$ cat src/rtl/instr_mem_loader_pkg.sv
// Shared types and constants for the instruction-memory loader.
// CHECKSUM_EN adds the trailing-checksum CHECK state.
package instr_mem_loader_pkg;

    localparam int BYTES_PER_WORD = 4;
    localparam int BYTE_W         = 8;
    localparam int WORD_W         = BYTES_PER_WORD * BYTE_W;

    typedef enum logic [2:0] {
        ST_IDLE  = 3'd0,
        ST_RECV  = 3'd1,
        ST_WRITE = 3'd2,
        ST_DONE  = 3'd3,
        ST_ERR   = 3'd4
`ifdef CHECKSUM_EN
        , ST_CHECK = 3'd5
`endif
    } state_t;

endpackage

$ cat src/rtl/instr_mem_loader_word_assembler.sv
// Packs accepted bytes little-endian into a word and pulses word_valid_o
// in the cycle after the last byte of the word has been accepted.
import instr_mem_loader_pkg::*;

module word_assembler (
    input  logic              clk,
    input  logic              reset,
    input  logic              clear_i,
    input  logic              accept_i,
    input  logic [BYTE_W-1:0] byte_i,
    output logic              last_byte_o,
    output logic              word_valid_o,
    output logic [WORD_W-1:0] word_o
);
    localparam int CW = $clog2(BYTES_PER_WORD);

    logic [CW-1:0]     cnt_q;
    logic [BYTE_W-1:0] lane_q [BYTES_PER_WORD];
    logic              word_valid_q;

    assign last_byte_o  = (cnt_q == CW'(BYTES_PER_WORD - 1));
    assign word_valid_o = word_valid_q;

    always_ff @(posedge clk) begin
        if (!reset) begin
            cnt_q        <= '0;
            word_valid_q <= 1'b0;
        end else begin
            word_valid_q <= accept_i && last_byte_o;
            if (clear_i) begin
                cnt_q <= '0;
            end else if (accept_i) begin
                cnt_q <= cnt_q + 1'b1;
            end
        end
    end

    genvar gi;
    generate
        for (gi = 0; gi < BYTES_PER_WORD; gi++) begin : g_lane
            always_ff @(posedge clk) begin
                if (!reset) begin
                    lane_q[gi] <= '0;
                end else if (accept_i && cnt_q == CW'(gi)) begin
                    lane_q[gi] <= byte_i;
                end
            end
            assign word_o[gi*BYTE_W +: BYTE_W] = lane_q[gi];
        end
    endgenerate

endmodule

$ cat src/rtl/instr_mem_loader.sv
// Fills the instruction BRAM from a byte stream and holds the CPU in reset
// until the image is loaded. Define CHECKSUM_EN to require a trailing XOR byte.
import instr_mem_loader_pkg::*;

module instr_mem_loader #(
    parameter int ADDR_WIDTH = 10
) (
    input  logic                  clk,
    input  logic                  reset,
    input  logic                  start,
    input  logic [ADDR_WIDTH:0]   num_words,
    input  logic                  in_valid,
    input  logic [7:0]            in_data,
    output logic                  in_ready,
    output logic                  bram_we,
    output logic [ADDR_WIDTH-1:0] bram_addr,
    output logic [31:0]           bram_wdata,
    output logic                  cpu_reset,
    output logic                  busy,
    output logic                  done,
    output logic                  error
);
    localparam logic [ADDR_WIDTH:0] MAX_WORDS = {1'b1, {ADDR_WIDTH{1'b0}}};

    state_t                state_q, state_d;
    logic [ADDR_WIDTH-1:0] addr_q, addr_d;
    logic [ADDR_WIDTH:0]   num_q, num_d;
    logic                  load;
    logic                  accept, data_accept;
    logic                  last_byte, word_valid, last_word, start_ok;
    logic [31:0]           word;

    assign accept      = in_valid && in_ready;
    assign data_accept = accept && (state_q == ST_RECV);
    assign start_ok    = (num_words != '0) && (num_words <= MAX_WORDS);
    // The address doubles as the word counter: it equals the index of the word being written.
    assign last_word   = ({1'b0, addr_q} == (num_q - 1'b1));

    word_assembler u_asm (
        .clk          (clk),
        .reset        (reset),
        .clear_i      (load),
        .accept_i     (data_accept),
        .byte_i       (in_data),
        .last_byte_o  (last_byte),
        .word_valid_o (word_valid),
        .word_o       (word)
    );

`ifdef CHECKSUM_EN
    logic [7:0] xor_q;

    always_ff @(posedge clk) begin
        if (!reset) begin
            xor_q <= '0;
        end else if (load) begin
            xor_q <= '0;
        end else if (data_accept) begin
            xor_q <= xor_q ^ in_data;
        end
    end

    assign in_ready = (state_q == ST_RECV) || (state_q == ST_CHECK);
    assign busy     = (state_q == ST_RECV) || (state_q == ST_WRITE) || (state_q == ST_CHECK);
`else
    assign in_ready = (state_q == ST_RECV);
    assign busy     = (state_q == ST_RECV) || (state_q == ST_WRITE);
`endif

    assign bram_we    = word_valid;
    assign bram_addr  = addr_q;
    assign bram_wdata = word;
    assign done       = (state_q == ST_DONE);
    assign error      = (state_q == ST_ERR);
    assign cpu_reset  = (state_q == ST_DONE);

    always_ff @(posedge clk) begin
        if (!reset) begin
            state_q <= ST_IDLE;
            addr_q  <= '0;
            num_q   <= '0;
        end else begin
            state_q <= state_d;
            addr_q  <= addr_d;
            num_q   <= num_d;
        end
    end

    always_comb begin
        state_d = state_q;
        addr_d  = addr_q;
        num_d   = num_q;
        load    = 1'b0;
        case (state_q)
            ST_IDLE, ST_DONE, ST_ERR: begin
                if (start) begin
                    if (start_ok) begin
                        state_d = ST_RECV;
                        addr_d  = '0;
                        num_d   = num_words;
                        load    = 1'b1;
                    end else begin
                        state_d = ST_ERR;
                    end
                end
            end
            ST_RECV: begin
                if (data_accept && last_byte) begin
                    state_d = ST_WRITE;
                end
            end
            ST_WRITE: begin
                // The address is not advanced past the final word so it cannot wrap.
                if (last_word) begin
`ifdef CHECKSUM_EN
                    state_d = ST_CHECK;
`else
                    state_d = ST_DONE;
`endif
                end else begin
                    addr_d  = addr_q + 1'b1;
                    state_d = ST_RECV;
                end
            end
`ifdef CHECKSUM_EN
            ST_CHECK: begin
                if (accept) begin
                    state_d = (in_data == xor_q) ? ST_DONE : ST_ERR;
                end
            end
`endif
            default: state_d = ST_IDLE;
        endcase
    end

endmodule

$ cat config.mk
export PLATFORM = sky130hd
export DESIGN_NAME = instr_mem_loader
export DESIGN_NICKNAME = d
export VERILOG_FILES = /design/src/rtl/instr_mem_loader_pkg.sv /design/src/rtl/instr_mem_loader_word_assembler.sv /design/src/rtl/instr_mem_loader.sv
export SDC_FILE = /design/constraint.sdc
export NUM_CORES = 1
export LEC_CHECK = 0
export CORE_MARGIN = 2
export CORE_UTILIZATION = 49
export CTS_CLUSTER_DIAMETER = 200
export DETAILED_ROUTE_END_ITERATION = 6
export PLACE_DENSITY_LB_ADDON = 0.25
export SLEW_MARGIN = 10
export SYNTH_ARGS = -nofsm -noshare
export SYNTH_HDL_FRONTEND = slang
export SYNTH_SLANG_ARGS = --single-unit
$ cat constraint.sdc
create_clock -name clk -period 3.7 [get_ports clk]
set_input_delay 1.11 -clock clk [delete_from_list [all_inputs] [get_ports clk]]
set_output_delay 1.11 -clock clk [all_outputs]
set_load 0.02 [all_outputs]
# [After elaboration in Yosys (flattened, before gate mapping)]
# Memory sizes are Yosys's and may differ from the RTL's.
# Index checks and enable logic that the tools add are counted.
[op_classes] muxes=29 order_cmp=1 bitwise=5 reduce_logical=17 addsub=3 n_eq_ne=12
[ops] op="8-bit 2-to-1 mux" n=4
[ops] op="10-bit 2-to-1 mux" n=3
[ops] op="10-bit case mux with 2 select lines" n=1
[ops] op="1-bit 2-to-1 mux" n=16
[ops] op="10-bit by 11-bit equality test with 1-bit output" n=1
[ops] op="11-bit <= comparator (second input constant)" n=1
[ops] op="11-bit nonzero test" n=1
[ops] op="11-bit by 1-bit subtractor with 11-bit output (second input constant)" n=1
[ops] op="10-bit by 1-bit adder with 10-bit output (second input constant)" n=1
[ops] op="3-bit 2-to-1 mux" n=3
[ops] op="3-bit case mux with 3 select lines" n=1
[ops] op="1-bit logical AND" n=7
[ops] op="3-bit by 2-bit equality test with 1-bit output (second input constant)" n=2
[ops] op="2-bit != test (second input constant)" n=3
[ops] op="2-bit equality test (second input constant)" n=2
[ops] op="1-bit OR" n=4
[ops] op="4-bit AND reduction" n=1
[ops] op="3-bit by 1-bit equality test with 1-bit output (second input constant)" n=1
[ops] op="3-bit equality test (second input constant)" n=1
[ops] op="3-bit zero test" n=1
[ops] op="3-bit AND reduction" n=1
[ops] op="3-bit OR reduction" n=1
[ops] op="2-bit by 1-bit adder with 2-bit output (second input constant)" n=1
[ops] op="2-bit by 1-bit equality test with 1-bit output (second input constant)" n=1
[ops] op="other kinds (8)" n=8
[totals] in_bits=23 output_inout_bits=48 wordCells=73 ramBits=32 memories=1 reg_bits=27
[memory_table] memory="u_asm.lane_q" depth=4 width=8 rd=4 rd_ports_with_merged_regs=0 wr=4 line_no="instr_mem_loader_word_assembler.sv:18" source="logic [BYTE_W-1:0] lane_q [BYTES_PER_WORD];"

# [Logic depth before layout (Yosys ltp)]
[depth] depth_word=8 mapped_depth=10 mapped_depth_nobuf=9

# [By module]
# Synthesis repeated with hierarchy kept, for this count alone.
[hier_totals] hier_cells=287 hier_area_um2=2894.0
[by_module_without_submodules] mod="instr_mem_loader" area_per_inst_um2=1539.0 instances=1 cells_per_inst=189 seq_area_each_um2=480.5
[by_module_without_submodules] mod="word_assembler" area_per_inst_um2=1355.0 instances=1 cells_per_inst=98 seq_area_each_um2=1021.0

# [Least setup slack after synthesis]
# No wires, ideal clock.
[synth_path] path_type="input-to-reg" startpoint="input num_words[6]" endpoint="register addr_q[9] (netlist: bram_addr[9])" path_slack_ps=573 required_ps=3641 cell_stages=8 setup_ps=59 path_buffers=1 t_arrival_ps=3068 cell_sequence="or4_4 -> or4_4 -> nand3_2 -> a21o_2 -> buf_6 -> nand2_4 -> or4_1 -> nand2_1"
[synth_via] elab_chain_cells=4 elab_cells_between_ends=5 cone_classes="order compare: 1; eq/ne: 1; reduce/logical: 3"
[synth_lines] element="from (decl)" line_no="instr_mem_loader.sv:11" source="input logic [ADDR_WIDTH:0] num_words,"
[synth_lines] element="11-bit <= comparator or 11-bit nonzero test (tied branches)" line_no="instr_mem_loader.sv:35" source="assign start_ok = (num_words != '0) && (num_words <= MAX_WORDS);"
[synth_lines] element="1-bit logical AND *" line_no="instr_mem_loader.sv:35"
[synth_lines] element="2-bit != test (no source line) *"
[synth_lines] element="4-bit AND reduction (no source line) *"
[synth_lines] element="to (signal assigned)" line_no="instr_mem_loader.sv:84" source="addr_q <= addr_d;"
[synth_lines] element="to (decl)" line_no="instr_mem_loader.sv:26" source="logic [ADDR_WIDTH-1:0] addr_q, addr_d;"
# Every way passes the cells marked *; elsewhere a longest branch is shown, timed or not.
# A chain may end at the register's enable or synchronous reset.

# [Worst setup path after layout]
[layout_path] startpoint="input num_words[6]" endpoint="register addr_q[7] (netlist: bram_addr[7])"
# The elaborated chain is that of the path after synthesis.

==> reports/results.md <==
## Outcome
* status: finished clean

## Synth
* flop and latch count out of synthesis: 59
* sequential area share after synthesis: 51.22%
* number of instances in the synthesized netlist: 281
* most instantiated library cell after synthesis: and2_1
* synth cell count leaders: and2_1 (36), edfxtp_1 (32), dfxtp_1 (27)
* fraction of registers with async set/reset: 0%
* fraction of synthesized cell area taken by the top area cell type: 32.78%
* Post-Synthesis Net Count: 310
* top_reg_cell synth: edfxtp_1
* area of the mapped netlist: 2932 sq um
* Cell variety after synth: 51
* dominant cells by area after synthesis: edfxtp_1 (33%), dfxtp_1 (18%), and2_1 (7.7%)
* number of synthesized flops with an enable pin: 32
* Yosys top cell by area: edfxtp_1
* Mean Syn Cell Area: 10.43 sq um
* YS warnings: 0

## Clock network
* insertion delay of the later-clocked pin in the worst-skew pair: 0.33 ns
* CTS tree: built
* depth of the CTS H-tree: 3
* # hold bufs at CTS: 0
* number of setup buffers added after CTS: 0
* Root Buffer Master: clkbuf_8
* Inserted Clock Buffers: 9
* post-CTS clock slew at the launch and capture registers of the worst setup and hold paths: 0.06 ns
* maximum clock path buffer count: 2
* number of instances resized during post-cts repair: 0
* clock sink count: 59

## Run
* # Max-Cap Violations: 0

## Global route
* global-route met2 utilization: 35.33%
* via count of the first global-routing pass: 2,229
* antenna violations before repair: 0
* met1 Usage GRT: 26.88%
* peak-usage layer in the global routing report: met2
* largest net degree at the start of global routing: 19
* M3 GR Usage: 4.222%
* global-route wire length before repair: 10,480 microns
* Remaining Overflow, GRT: 0
* global-route total usage across every layer: 20.96%

## Setup path
* arrival time reported for the critical path endpoint: 3.68 ns
* startpoint types: input pin
* category of the most critical setup path: in2reg
* CP endpoint kind: register
* number of buffers and inverters on the critical path: 1
* CP top delay family: simple AND/OR/NAND/NOR gates
* slowest cell on the critical path: or4_4
* slowest stage delay, CP: 0.55 ns
* setup slack of the worst register-to-register path: 0.68 ns
* worst-path cell chain: clkdlybuf4s50_1, or4_4, o31ai_2, nand3_2, o22ai_1, o21ai_2, or4_1, a21oi_1
* highest fanout seen on the critical path: 18
* required time at the worst-slack endpoint: 3.95 ns

## Cells and area
* fraction of layout instances using a drive strength above 1: 8.123%
* final standard cell count with taps included and fillers excluded: 432
* final standard cell utilization of the core: 66.27%
* Final Net Count: 381
* number of fill cells: 472
* Sequential Area: 1501 sq um
* Post-Layout Inst Area: 3877 sq um
* number of diodes: 0
* total area of multi-input combinational cells: 1326 sq um
* Area growth, synth to finish: 32.27%

## Floorplan
* Initial Utilization: 50.11%
* die extent in x: 81.35 microns
* total core area: 5851 sq um
* die area: 6618 sq um
* number of top-level pins: 71
* Die Y-Extent: 81.35 microns
* site row count: 28

## Routing
* DRC violations left: 0
* detailed-router iteration count before antenna repair: 4
* via density per instance: 5.243
* routed wire length per instance: 14.62 microns
* Iter 0 DRT Violations: 160
* number of vias in the routed layout: 2,265
* detailed-route wire length: 6316 microns
* number of nets with antenna violations after detailed routing: 0

## Place
* global placer's final weighted congestion: 0.8273
* number of input and output port buffers inserted: 70
* total cell area at the placement stage: 3686 sq um
* final HPWL from detailed placement: 4685 microns
* Inst Count DP: 416

## STA
* largest clock skew in the final design: 0.006141 ns
* total setup violations reported at the end of the flow: 0
* relative max-transition margin: 57.81%
* unrepaired setup endpoints after global routing: false
* final hold viol count: 0
* final worst path period share: 92.55%
* shortest period the worst path allows: 3.424 ns
* highest clock rate: 292.0 MHz
* sum of negative setup slack: 0 ns
* max-slew violation count: 0
* slew at the pin with the worst max-slew slack: 0.6271 ns

## Power and ir drop
* power density normalized to cell area: 417.4 nW/um^2
* Sw Ratio: 27.57%
* Clock power frac: 34.8%
* Switch Pwr: 446.2 uW
* share of power burned in registers: 46.4%
* combinational power share: 18.8%
* Peak supply drop: 0.3486 mV
* leakage power: 1.503 nW
* Int Pwr: 1.172 mW

## Hold path
* type of the most critical hold path: reg2reg

-- power groups by stage --
stage | registers (mW) | clock network, mW | logic (mW)
global placement | 0.764 | 0 | 0.297
CTS | 0.751 | 0.575 | 0.304
detailed placement | 0.765 | 0 | 0.302
finish | 0.751 | 0.564 | 0.304
floorplan | 0.775 | 0 | 0.179
global route | 0.755 | 0.610 | 0.330
-- final cells by class --
class	instances	share of cell area, %
inverters	9	0.8712
clock inverters	7	1.742
multi-input cells	199	34.20
well taps	75	2.420
flip-flops and latches	59	38.72
clock buffers	9	3.195
repair buffers	74	18.84
-- stage by stage --
step                hold slack, ns  power [mW]  setup WS [ns]
floorplan                   0.5063      0.9547         0.5728
global placement            0.5184       1.061        0.03942
detailed placement          0.5317       1.067       -0.03744
CTS                         0.5422       1.630         0.2939
global route                0.5833       1.695         0.1278
finish                      0.5404       1.618         0.2757
-- cell usage in the layout (no fill, tap or decap), types with 5 or more instances in the layout --
cell / count
nor2b_1: 13
xnor2_1: 7
nand3_1: 11
and2_1: 36
edfxtp_1: 32
and3_1: 5
inv_1: 9
nor2_1: 12
ha_1: 6
or4_1: 5
xor2_1: 7
a21oi_1: 7
o21ai_0: 5
mux2i_1: 12
dfxtp_1: 27
clkbuf_8: 9
clkdlybuf4s50_1: 70
nor3_1: 5
nand2_1: 23
-- state kept, by name, indices dropped and copies added (netlist names) --
name,cells
bram_addr,10
num_q,11
state_q,3
u_asm.cnt_q,2
u_asm.lane_q,32
u_asm.word_valid_o,1
-- kinds of logic (layout without fill, tap and decap cells) --
family | count (synthesis) | in the layout | synth area share (%)
simple gates | 127 | 127 | 24.67
flops | 59 | 59 | 51.22
compound gates | 39 | 39 | 9.347
buf+inv | 23 | 99 | 3.542
xor+xnor | 14 | 14 | 4.183
mux | 13 | 13 | 4.482
fa+ha+maj | 6 | 6 | 2.561
-- worst reg2reg max path, cell delays in order, from the launching register on --
cell	delay (ns)
dfxtp_1	0.37
inv_1	0.08
ha_1	0.25
or3b_1	0.41
nor3_1	0.25
a211oi_1	0.10
o32ai_1	0.48
o21ai_2	0.30
or4_1	0.54
a21oi_1	0.17
-- per-layer routing --
metal	share of wire (%)	up-vias
met5	0	-
met4	0.54	0
met3	7.0	4
met2	50	81
met1	42	1040
li1	-	1140
-- worst paths after layout --
check / start / endpoint / cells after the start
hold reg to reg: bram_addr[9] / bram_addr[9] / 2
setup reg to reg: num_q[0] / bram_addr[7] / 9
hold / removal: bram_addr[9] / bram_addr[9] / 2
setup / recovery: num_words[6] / bram_addr[7] / 8
No activity file was read; power rests on OpenSTA's default activity.
